`config.mk`:
```
export PLATFORM = sky130hd
export DESIGN_NAME = core_bus_adapter
export DESIGN_NICKNAME = d
export VERILOG_FILES = /design/src/rtl/core_bus_pkg.sv /design/src/rtl/core_bus_adapter_rr_arbiter.sv /design/src/rtl/core_bus_adapter.sv
export SDC_FILE = /design/constraint.sdc
export NUM_CORES = 1
export LEC_CHECK = 0
export ABC_AREA = 1
export CAP_MARGIN = 10
export CORE_MARGIN = 2
export CORE_UTILIZATION = 40
export CTS_BUF_LIST = sky130_fd_sc_hd__clkbuf_8
export DETAILED_ROUTE_END_ITERATION = 10
export GPL_ROUTABILITY_DRIVEN = 0
export PLACE_DENSITY = 0.68
export SYNTH_ARGS = -nofsm -noshare
export SYNTH_HDL_FRONTEND = slang
export SYNTH_SLANG_ARGS = --single-unit
```
`constraint.sdc`:
```
create_clock -name clk -period 1.82 [get_ports clk]
set_input_delay 0.364 -clock clk [delete_from_list [all_inputs] [get_ports clk]]
set_output_delay 0.364 -clock clk [all_outputs]
set_load 0.02 [all_outputs]
```
`src/rtl/core_bus_pkg.sv`:
```
// Shared types and constants for the core-to-Wishbone bus adapter.
package core_bus_pkg;

   typedef enum logic [1:0] {
      IDLE = 2'd0,
      BUS  = 2'd1,
      RESP = 2'd2
   } bus_state_t;

   localparam int DEFAULT_ADDR_W = 32;
   localparam int DEFAULT_DATA_W = 32;

   typedef struct packed {
      logic                          we;
      logic [DEFAULT_ADDR_W-1:0]     addr;
      logic [DEFAULT_DATA_W-1:0]     data;
      logic [DEFAULT_DATA_W/8-1:0]   sel;
   } req_t;

   // Width of an index into n items, never narrower than one bit.
   function automatic int idx_width(input int n);
      return (n > 1) ? $clog2(n) : 1;
   endfunction

endpackage

```
`src/rtl/core_bus_adapter_rr_arbiter.sv`:
```
// Combinational round-robin arbiter: the first requester at or after ptr_i wins.
module rr_arbiter
   import core_bus_pkg::*;
#(
   parameter int N     = 2,
   parameter int IDX_W = idx_width(N)
)(
   input  logic [N-1:0]     req_i,
   input  logic [IDX_W-1:0] ptr_i,
   output logic [N-1:0]     grant_o,
   output logic [IDX_W-1:0] grant_idx_o
);

   localparam logic [IDX_W:0] N_W = (IDX_W+1)'(N);

   // Scan the requesters in circular order starting from the pointer.
   always_comb begin
      logic [IDX_W:0]   sum;
      logic [IDX_W-1:0] idx;
      logic             found;
      grant_o     = '0;
      grant_idx_o = '0;
      found       = 1'b0;
      sum         = '0;
      idx         = '0;
      for (int k = 0; k < N; k++) begin
         sum = {1'b0, ptr_i} + (IDX_W+1)'(k);
         if (sum >= N_W) begin
            sum = sum - N_W;
         end
         idx = sum[IDX_W-1:0];
         if (!found && req_i[idx]) begin
            found        = 1'b1;
            grant_o[idx] = 1'b1;
            grant_idx_o  = idx;
         end
      end
   end

endmodule

```
`src/rtl/core_bus_adapter.sv`:
```
// N-port core memory interface to Wishbone-classic master adapter.
// Each port owns a 1-deep request slot; slots are served round-robin, one
// bus cycle at a time. Optional bus watchdog enabled by macro BUS_TIMEOUT_EN.
module core_bus_adapter
   import core_bus_pkg::*;
#(
   parameter int NUM_PORTS      = 2,
   parameter int ADDR_W         = DEFAULT_ADDR_W,
   parameter int DATA_W         = DEFAULT_DATA_W,
   parameter int TIMEOUT_CYCLES = 255
)(
   input  logic                          clk,
   input  logic                          rst_n,
   input  logic [NUM_PORTS-1:0]          req_en_i,
   output logic [NUM_PORTS-1:0]          req_ready_o,
   input  logic [NUM_PORTS-1:0]          req_we_i,
   input  logic [NUM_PORTS*ADDR_W-1:0]   req_addr_i,
   input  logic [NUM_PORTS*DATA_W-1:0]   req_data_i,
   input  logic [NUM_PORTS*(DATA_W/8)-1:0] req_sel_i,
   output logic [NUM_PORTS-1:0]          rsp_valid_o,
   output logic [NUM_PORTS*DATA_W-1:0]   rsp_data_o,
   output logic [NUM_PORTS-1:0]          rsp_err_o,
   output logic                          wb_cyc_o,
   output logic                          wb_stb_o,
   output logic                          wb_we_o,
   output logic [ADDR_W-1:0]             wb_addr_o,
   output logic [DATA_W-1:0]             wb_data_o,
   output logic [DATA_W/8-1:0]           wb_sel_o,
   input  logic [DATA_W-1:0]             wb_data_i,
   input  logic                          wb_ack_i
);

   localparam int SEL_W = DATA_W / 8;
   localparam int IDX_W = idx_width(NUM_PORTS);

   if (NUM_PORTS < 1 || (DATA_W % 8) != 0 || TIMEOUT_CYCLES < 1) begin : g_param_check
      $error("core_bus_adapter: illegal parameter combination");
   end

   logic [NUM_PORTS-1:0]        pending_q, pending_d;
   logic [NUM_PORTS-1:0]        slot_we_q, slot_we_d;
   logic [NUM_PORTS*ADDR_W-1:0] slot_addr_q, slot_addr_d;
   logic [NUM_PORTS*DATA_W-1:0] slot_data_q, slot_data_d;
   logic [NUM_PORTS*SEL_W-1:0]  slot_sel_q, slot_sel_d;
   bus_state_t                  state_q, state_d;
   logic [IDX_W-1:0]            ptr_q, ptr_d;
   logic [IDX_W-1:0]            grant_idx_q, grant_idx_d;
   logic [NUM_PORTS-1:0]        grant_oh_q, grant_oh_d;
   logic                        wb_cyc_q, wb_cyc_d;
   logic                        wb_we_q, wb_we_d;
   logic [ADDR_W-1:0]           wb_addr_q, wb_addr_d;
   logic [DATA_W-1:0]           wb_data_q, wb_data_d;
   logic [SEL_W-1:0]            wb_sel_q, wb_sel_d;
   logic [NUM_PORTS-1:0]        rsp_valid_q, rsp_valid_d;
   logic [NUM_PORTS*DATA_W-1:0] rsp_data_q, rsp_data_d;
   logic [NUM_PORTS-1:0]        arb_grant;
   logic [IDX_W-1:0]            arb_idx;
   logic                        bus_done;
   logic                        bus_err;

`ifdef BUS_TIMEOUT_EN
   localparam int CNT_W = ($clog2(TIMEOUT_CYCLES + 1) > 8) ? $clog2(TIMEOUT_CYCLES + 1) : 8;
   logic [CNT_W-1:0]            cnt_q, cnt_d;
   logic [NUM_PORTS-1:0]        rsp_err_q, rsp_err_d;
`endif

   rr_arbiter #(
      .N     (NUM_PORTS),
      .IDX_W (IDX_W)
   ) u_arb (
      .req_i       (pending_q),
      .ptr_i       (ptr_q),
      .grant_o     (arb_grant),
      .grant_idx_o (arb_idx)
   );

   // Slot capture, bus FSM next state, response generation and watchdog.
   always_comb begin
      pending_d   = pending_q;
      slot_we_d   = slot_we_q;
      slot_addr_d = slot_addr_q;
      slot_data_d = slot_data_q;
      slot_sel_d  = slot_sel_q;
      state_d     = state_q;
      ptr_d       = ptr_q;
      grant_idx_d = grant_idx_q;
      grant_oh_d  = grant_oh_q;
      wb_cyc_d    = wb_cyc_q;
      wb_we_d     = wb_we_q;
      wb_addr_d   = wb_addr_q;
      wb_data_d   = wb_data_q;
      wb_sel_d    = wb_sel_q;
      rsp_valid_d = '0;
      rsp_data_d  = rsp_data_q;
      bus_done    = 1'b0;
      bus_err     = 1'b0;
`ifdef BUS_TIMEOUT_EN
      cnt_d       = cnt_q;
      rsp_err_d   = rsp_err_q;
`endif

      for (int p = 0; p < NUM_PORTS; p++) begin
         if (req_en_i[p] && !pending_q[p]) begin
            pending_d[p]                      = 1'b1;
            slot_we_d[p]                      = req_we_i[p];
            slot_addr_d[p*ADDR_W +: ADDR_W]   = req_addr_i[p*ADDR_W +: ADDR_W];
            slot_data_d[p*DATA_W +: DATA_W]   = req_data_i[p*DATA_W +: DATA_W];
            slot_sel_d[p*SEL_W +: SEL_W]      = req_sel_i[p*SEL_W +: SEL_W];
         end
      end

      unique case (state_q)
         IDLE: begin
            if (|pending_q) begin
               grant_idx_d = arb_idx;
               grant_oh_d  = arb_grant;
               wb_cyc_d    = 1'b1;
               wb_we_d     = slot_we_q[arb_idx];
               wb_addr_d   = slot_addr_q[arb_idx*ADDR_W +: ADDR_W];
               wb_data_d   = slot_data_q[arb_idx*DATA_W +: DATA_W];
               wb_sel_d    = slot_sel_q[arb_idx*SEL_W +: SEL_W];
               state_d     = BUS;
`ifdef BUS_TIMEOUT_EN
               cnt_d       = '0;
`endif
            end
         end
         BUS: begin
            if (wb_ack_i) begin
               bus_done = 1'b1;
            end
`ifdef BUS_TIMEOUT_EN
            else if (cnt_q == CNT_W'(TIMEOUT_CYCLES - 1)) begin
               bus_done = 1'b1;
               bus_err  = 1'b1;
            end else begin
               cnt_d = cnt_q + 1'b1;
            end
`endif
            if (bus_done) begin
               wb_cyc_d    = 1'b0;
               rsp_valid_d = grant_oh_q;
               pending_d   = pending_d & ~grant_oh_q;
               ptr_d       = (grant_idx_q == IDX_W'(NUM_PORTS - 1)) ? '0 : grant_idx_q + 1'b1;
               state_d     = RESP;
               if (bus_err) begin
                  rsp_data_d[grant_idx_q*DATA_W +: DATA_W] = '0;
               end else if (!wb_we_q) begin
                  rsp_data_d[grant_idx_q*DATA_W +: DATA_W] = wb_data_i;
               end
`ifdef BUS_TIMEOUT_EN
               rsp_err_d[grant_idx_q] = bus_err;
`endif
            end
         end
         RESP: begin
            state_d = IDLE;
         end
         default: begin
            state_d = IDLE;
         end
      endcase
   end

   // State register; reset drops the bus cycle and discards every request.
   always_ff @(posedge clk or negedge rst_n) begin
      if (!rst_n) begin
         pending_q   <= '0;
         slot_we_q   <= '0;
         slot_addr_q <= '0;
         slot_data_q <= '0;
         slot_sel_q  <= '0;
         state_q     <= IDLE;
         ptr_q       <= '0;
         grant_idx_q <= '0;
         grant_oh_q  <= '0;
         wb_cyc_q    <= 1'b0;
         wb_we_q     <= 1'b0;
         wb_addr_q   <= '0;
         wb_data_q   <= '0;
         wb_sel_q    <= '0;
         rsp_valid_q <= '0;
         rsp_data_q  <= '0;
`ifdef BUS_TIMEOUT_EN
         cnt_q       <= '0;
         rsp_err_q   <= '0;
`endif
      end else begin
         pending_q   <= pending_d;
         slot_we_q   <= slot_we_d;
         slot_addr_q <= slot_addr_d;
         slot_data_q <= slot_data_d;
         slot_sel_q  <= slot_sel_d;
         state_q     <= state_d;
         ptr_q       <= ptr_d;
         grant_idx_q <= grant_idx_d;
         grant_oh_q  <= grant_oh_d;
         wb_cyc_q    <= wb_cyc_d;
         wb_we_q     <= wb_we_d;
         wb_addr_q   <= wb_addr_d;
         wb_data_q   <= wb_data_d;
         wb_sel_q    <= wb_sel_d;
         rsp_valid_q <= rsp_valid_d;
         rsp_data_q  <= rsp_data_d;
`ifdef BUS_TIMEOUT_EN
         cnt_q       <= cnt_d;
         rsp_err_q   <= rsp_err_d;
`endif
      end
   end

   assign req_ready_o = ~pending_q;
   assign wb_cyc_o    = wb_cyc_q;
   assign wb_stb_o    = wb_cyc_q;
   assign wb_we_o     = wb_we_q;
   assign wb_addr_o   = wb_addr_q;
   assign wb_data_o   = wb_data_q;
   assign wb_sel_o    = wb_sel_q;
   assign rsp_valid_o = rsp_valid_q;
   assign rsp_data_o  = rsp_data_q;
`ifdef BUS_TIMEOUT_EN
   assign rsp_err_o   = rsp_err_q;
`else
   assign rsp_err_o   = '0;
`endif

endmodule

```
==> metrics.log <==
INFO  metric post_route_cells_drive_above_1_share = 6.529%
INFO  metric instance_area_after_placement = approximately 15000 sq um
INFO  metric critical-path-max-stage-delay = 0.43 ns
INFO  metric final.setup.tns = 0 ns
INFO  metric max_slew_margin = 57.79%
INFO  metric worst_pin_slew = between 0.6 and 0.7 ns
INFO  metric grt.total_usage = between 20 and 25%
INFO  metric die_h = roughly 180 um
INFO  metric first_pass_iters = 5
INFO  metric synth.largest_area_cell = dfrtp_1
INFO  metric number_of_enable_type_register_cells_in_the_synthesized_netlist = 0
INFO  metric cpMaxStageDelayCell = dfrtp_2
INFO  metric outcome = complete, no violations
INFO  metric post-route-drc-count = 0
INFO  metric clk_path_buf_depth = 3
INFO  metric routed_wl = 34110 um
INFO  metric worst_r2r_path_depth = 7
INFO  metric worst-endpoint-required = 1.46 ns
INFO  metric synth_area_leaders = dfrtp_1, nand2_1, nand3_1, a21oi_1, nor2_1
INFO  metric skew = 0.03679 ns
INFO  metric sw_frac_of_total = between 40% and 50%
INFO  metric startpoint_class_of_the_critical_path = flip-flop
INFO  metric postLayoutCellArea = approximately 16000 sq um
INFO  metric finalWorstSetupSlack = a little under 0.09 ns
INFO  metric drt_iter0_markers = 544
INFO  metric maxSlewViolCount = 0
INFO  metric synth.yosys.warnings = 0
INFO  metric clock_latency = around 0.57 ns
INFO  metric r2r-end = wb_addr_o[9]
INFO  metric cell_internal_pwr = between 0.015 and 0.02 W
INFO  metric clock_tree.root_cell = clkbuf_8
INFO  metric grt_pass1_wl = around 54000 um
INFO  metric detailedPlace.worstSlack = around 0.095 ns
INFO  metric worst_ir_drop_vdd = roughly 1.2 mV
INFO  metric cts_setup_buffers = 0
INFO  metric syn-cell-area = roughly 12000 sq um
INFO  metric final_hold_viol_count = 0
INFO  metric cts_sinks = about 280
INFO  metric boundaryPins = ~320
INFO  metric power_frac_clock = a little under a fifth
INFO  metric critPathBufInv = 2
INFO  metric area_delta_synth_final = 36.66%
INFO  metric fin_crit = 1.731 ns
INFO  metric met1_length = approximately 15000 um
INFO  metric postRouteAntennaNets = 0
INFO  metric yosys.area.top_type_share = 59.70%
INFO  metric maximum_fanout_along_the_worst_path = 3
INFO  metric cellPowerDensity = approximately 1800 nW/um^2
INFO  metric pwr-share-comb = between 40% and 50%
INFO  metric layout_commonest_cell = nand2_1
INFO  metric postSynth.asyncResetShare = between 90% and 100%
INFO  metric clk_pin_slew_worst_paths = about 0.06 ns
INFO  metric h_tree_levels = 2
INFO  metric die_w = 175.9 um
INFO  metric ys_ff_latch = ~280
INFO  metric grt_pass1_vias = 10190
INFO  metric placement.io_buffers = 313
INFO  metric count_of_distinct_cell_types_in_the_synthesized_netlist = 19
INFO  metric maxCapViolations = 0
INFO  metric largest_net_degree_at_the_start_of_global_routing = 74
INFO  metric place_hpwl = 22610 um
INFO  metric synthCells = between 1000 and 1500
INFO  metric num_vias = about 10000
INFO  metric cellLeakagePower = ~8.4 nW
INFO  metric avgSynthCellArea = 8.673 sq um
INFO  metric crit_arrival = ~1.4 ns
INFO  metric antenna_found_initial = 3
INFO  metric r2r_start = pending_q[0]
INFO  metric r2r_setup_slack = 0.28 ns
INFO  metric synth.yosys.seq_area_share = 59.70%
INFO  metric drt-vias-per-instance = between 4 and 5
INFO  metric grt_setup_unrepaired = no
INFO  metric power_switching = roughly 0.012 W
INFO  metric core_area = 28940 sq um
INFO  metric rows = 62
INFO  metric cell_class_contributing_the_biggest_share_of_worst_path_delay = flip-flops
INFO  metric timing.critical_path.cells = inv_4, clkdlybuf4s15_2
INFO  metric routed_wire_length_per_instance = 16.34 um
INFO  metric layout_worst_path_cycle_share = 95.12%
INFO  metric fp.dieArea = approximately 31000 sq um
INFO  metric numCtsBuffers = 49
INFO  metric met2_length = between 15000 and 20000 um
INFO  metric timing.fmax = between 500 and 600 MHz
INFO  metric dr_wl_met3 = 2867 um
INFO  metric synth_top_flop_cell = dfrtp_1
INFO  metric top_signal_layer_used = met4
INFO  metric critical_path_class = flip-flop to primary output
INFO  metric hold_crit_class = primary input to async pin
INFO  metric layout_common_cells = nand2_1, dfrtp_1, nand3_1, clkdlybuf4s50_1, inv_1
INFO  metric tritoncts = done
INFO  metric finalNetCount = 1848
INFO  metric setup_viol = 0
INFO  metric starting_density = roughly two fifths
INFO  metric critical_path.endpoint_type = primary output
INFO  metric power_frac_seq = between 30% and 40%
INFO  metric globalRoute.totalOverflow = 0
-- power by group through the flow --
| stage | combinational [W] | sequential, W | clock [W] |
|---|---|---|---|
| floorplan | 0.00668 | 0.0123 | 0 |
| global placement | 0.0138 | 0.0107 | 0 |
| detailed placement | 0.0141 | 0.0108 | 0 |
| CTS | 0.0131 | 0.0106 | 0.00550 |
| global route | 0.0144 | 0.0109 | 0.00580 |
| finish | 0.0129 | 0.0106 | 0.00536 |
-- cell usage after synthesis, types with 3 or more instances --
library cell	count
buf_6	17
inv_1	144
nand3_1	203
inv_2	3
buf_2	33
nand2_1	342
dfrtp_1	282
a21oi_1	139
nor2_1	146
o21ai_0	3
buf_4	22
nand2_2	6
clkbuf_1	13
buf_1	5
-- state kept, by name, summed over array words and instances (netlist names) --
| name | count |
|---|---|
| state_q | 2 |
| pending_q | 2 |
| grant_oh_q | 2 |
| wb_we_o | 1 |
| rsp_valid_o | 2 |
| wb_sel_o | 4 |
| rsp_data_o | 64 |
| slot_sel_q | 8 |
| wb_data_o | 32 |
| slot_data_q | 64 |
| grant_idx_q | 1 |
| wb_addr_o | 32 |
| slot_addr_q | 64 |
| ptr_q | 1 |
| wb_cyc_o | 1 |
| slot_we_q | 2 |
-- worst reg2reg max path, delay by kind of cell, from the launching register on --
| family | cells | cell delay, ns |
|---|---|---|
| buf+inv | 3 | 0.66 |
| simple gates | 4 | 0.42 |
| flops | 1 | 0.40 |
-- layout make-up --
type	count	area, sq um
fillers	2710	12780
flip-flops and latches	282	7058
multi-input cells	844	3636
repair buffers	348	3516
clock buffers	59	812.0
inverters	148	560.5
well taps	384	480.5
clock inverters	19	85.08
diodes	3	7.507
-- per-stage QoR --
step	hold slack [ns]	utilization [%]	power, W	instances
floorplan	0.06841	-	0.01893	1364
global placement	0.2065	53.27	0.02450	2005
detailed placement	0.2062	53.27	0.02487	2005
CTS	0.2047	55.82	0.02925	2084
global route	0.1981	55.82	0.03113	2086
finish	0.2380	55.83	0.02893	2087
-- cell families (layout without fill, tap and decap cells) --
family,count (synthesis),in the layout,share of synthesized area [%]
AND/OR/NAND/NOR,699,699,24.51
AO/OA/AOI/OAI,143,143,6.054
buffers and inverters,238,574,9.706
other,1,5,0.03172
flip-flops,282,282,59.70
-- routing by layer --
| metal | track usage (%) | up-vias |
|---|---|---|
| met5 | 0 | - |
| met2 | 35.81 | 384 |
| met1 | 29.49 | 4929 |
| met4 | 5.303 | 0 |
| li1 | - | 4873 |
| met3 | 6.212 | 51 |
-- what timing repair did --
| item | CTS | global route |
|---|---|---|
| hold buffers | 1 | 0 |
| setup endpoints to repair | 139 | 38 |
| resized for setup | 143 | 4 |
| hold endpoints to repair | 163 | 0 |
-- worst max path at each step --
stage | to | slack (ns) | from | depth (start not counted)
2_1_floorplan | rsp_data_o[32] | 0.64 | wb_we_o | 7
3_3_place_gp | wb_addr_o[7] | 0.1 | state_q[0] | 6
3_5_place_dp | rsp_data_o[25] | 0.09 | wb_ack_i | 7
4_1_cts | req_ready_o[0] | 0.03 | pending_q[0] | 2
5_1_grt | req_ready_o[1] | 0.03 | pending_q[1] | 2
6_report | req_ready_o[1] | 0.09 | pending_q[1] | 2
(Power assumes the default switching activity.)
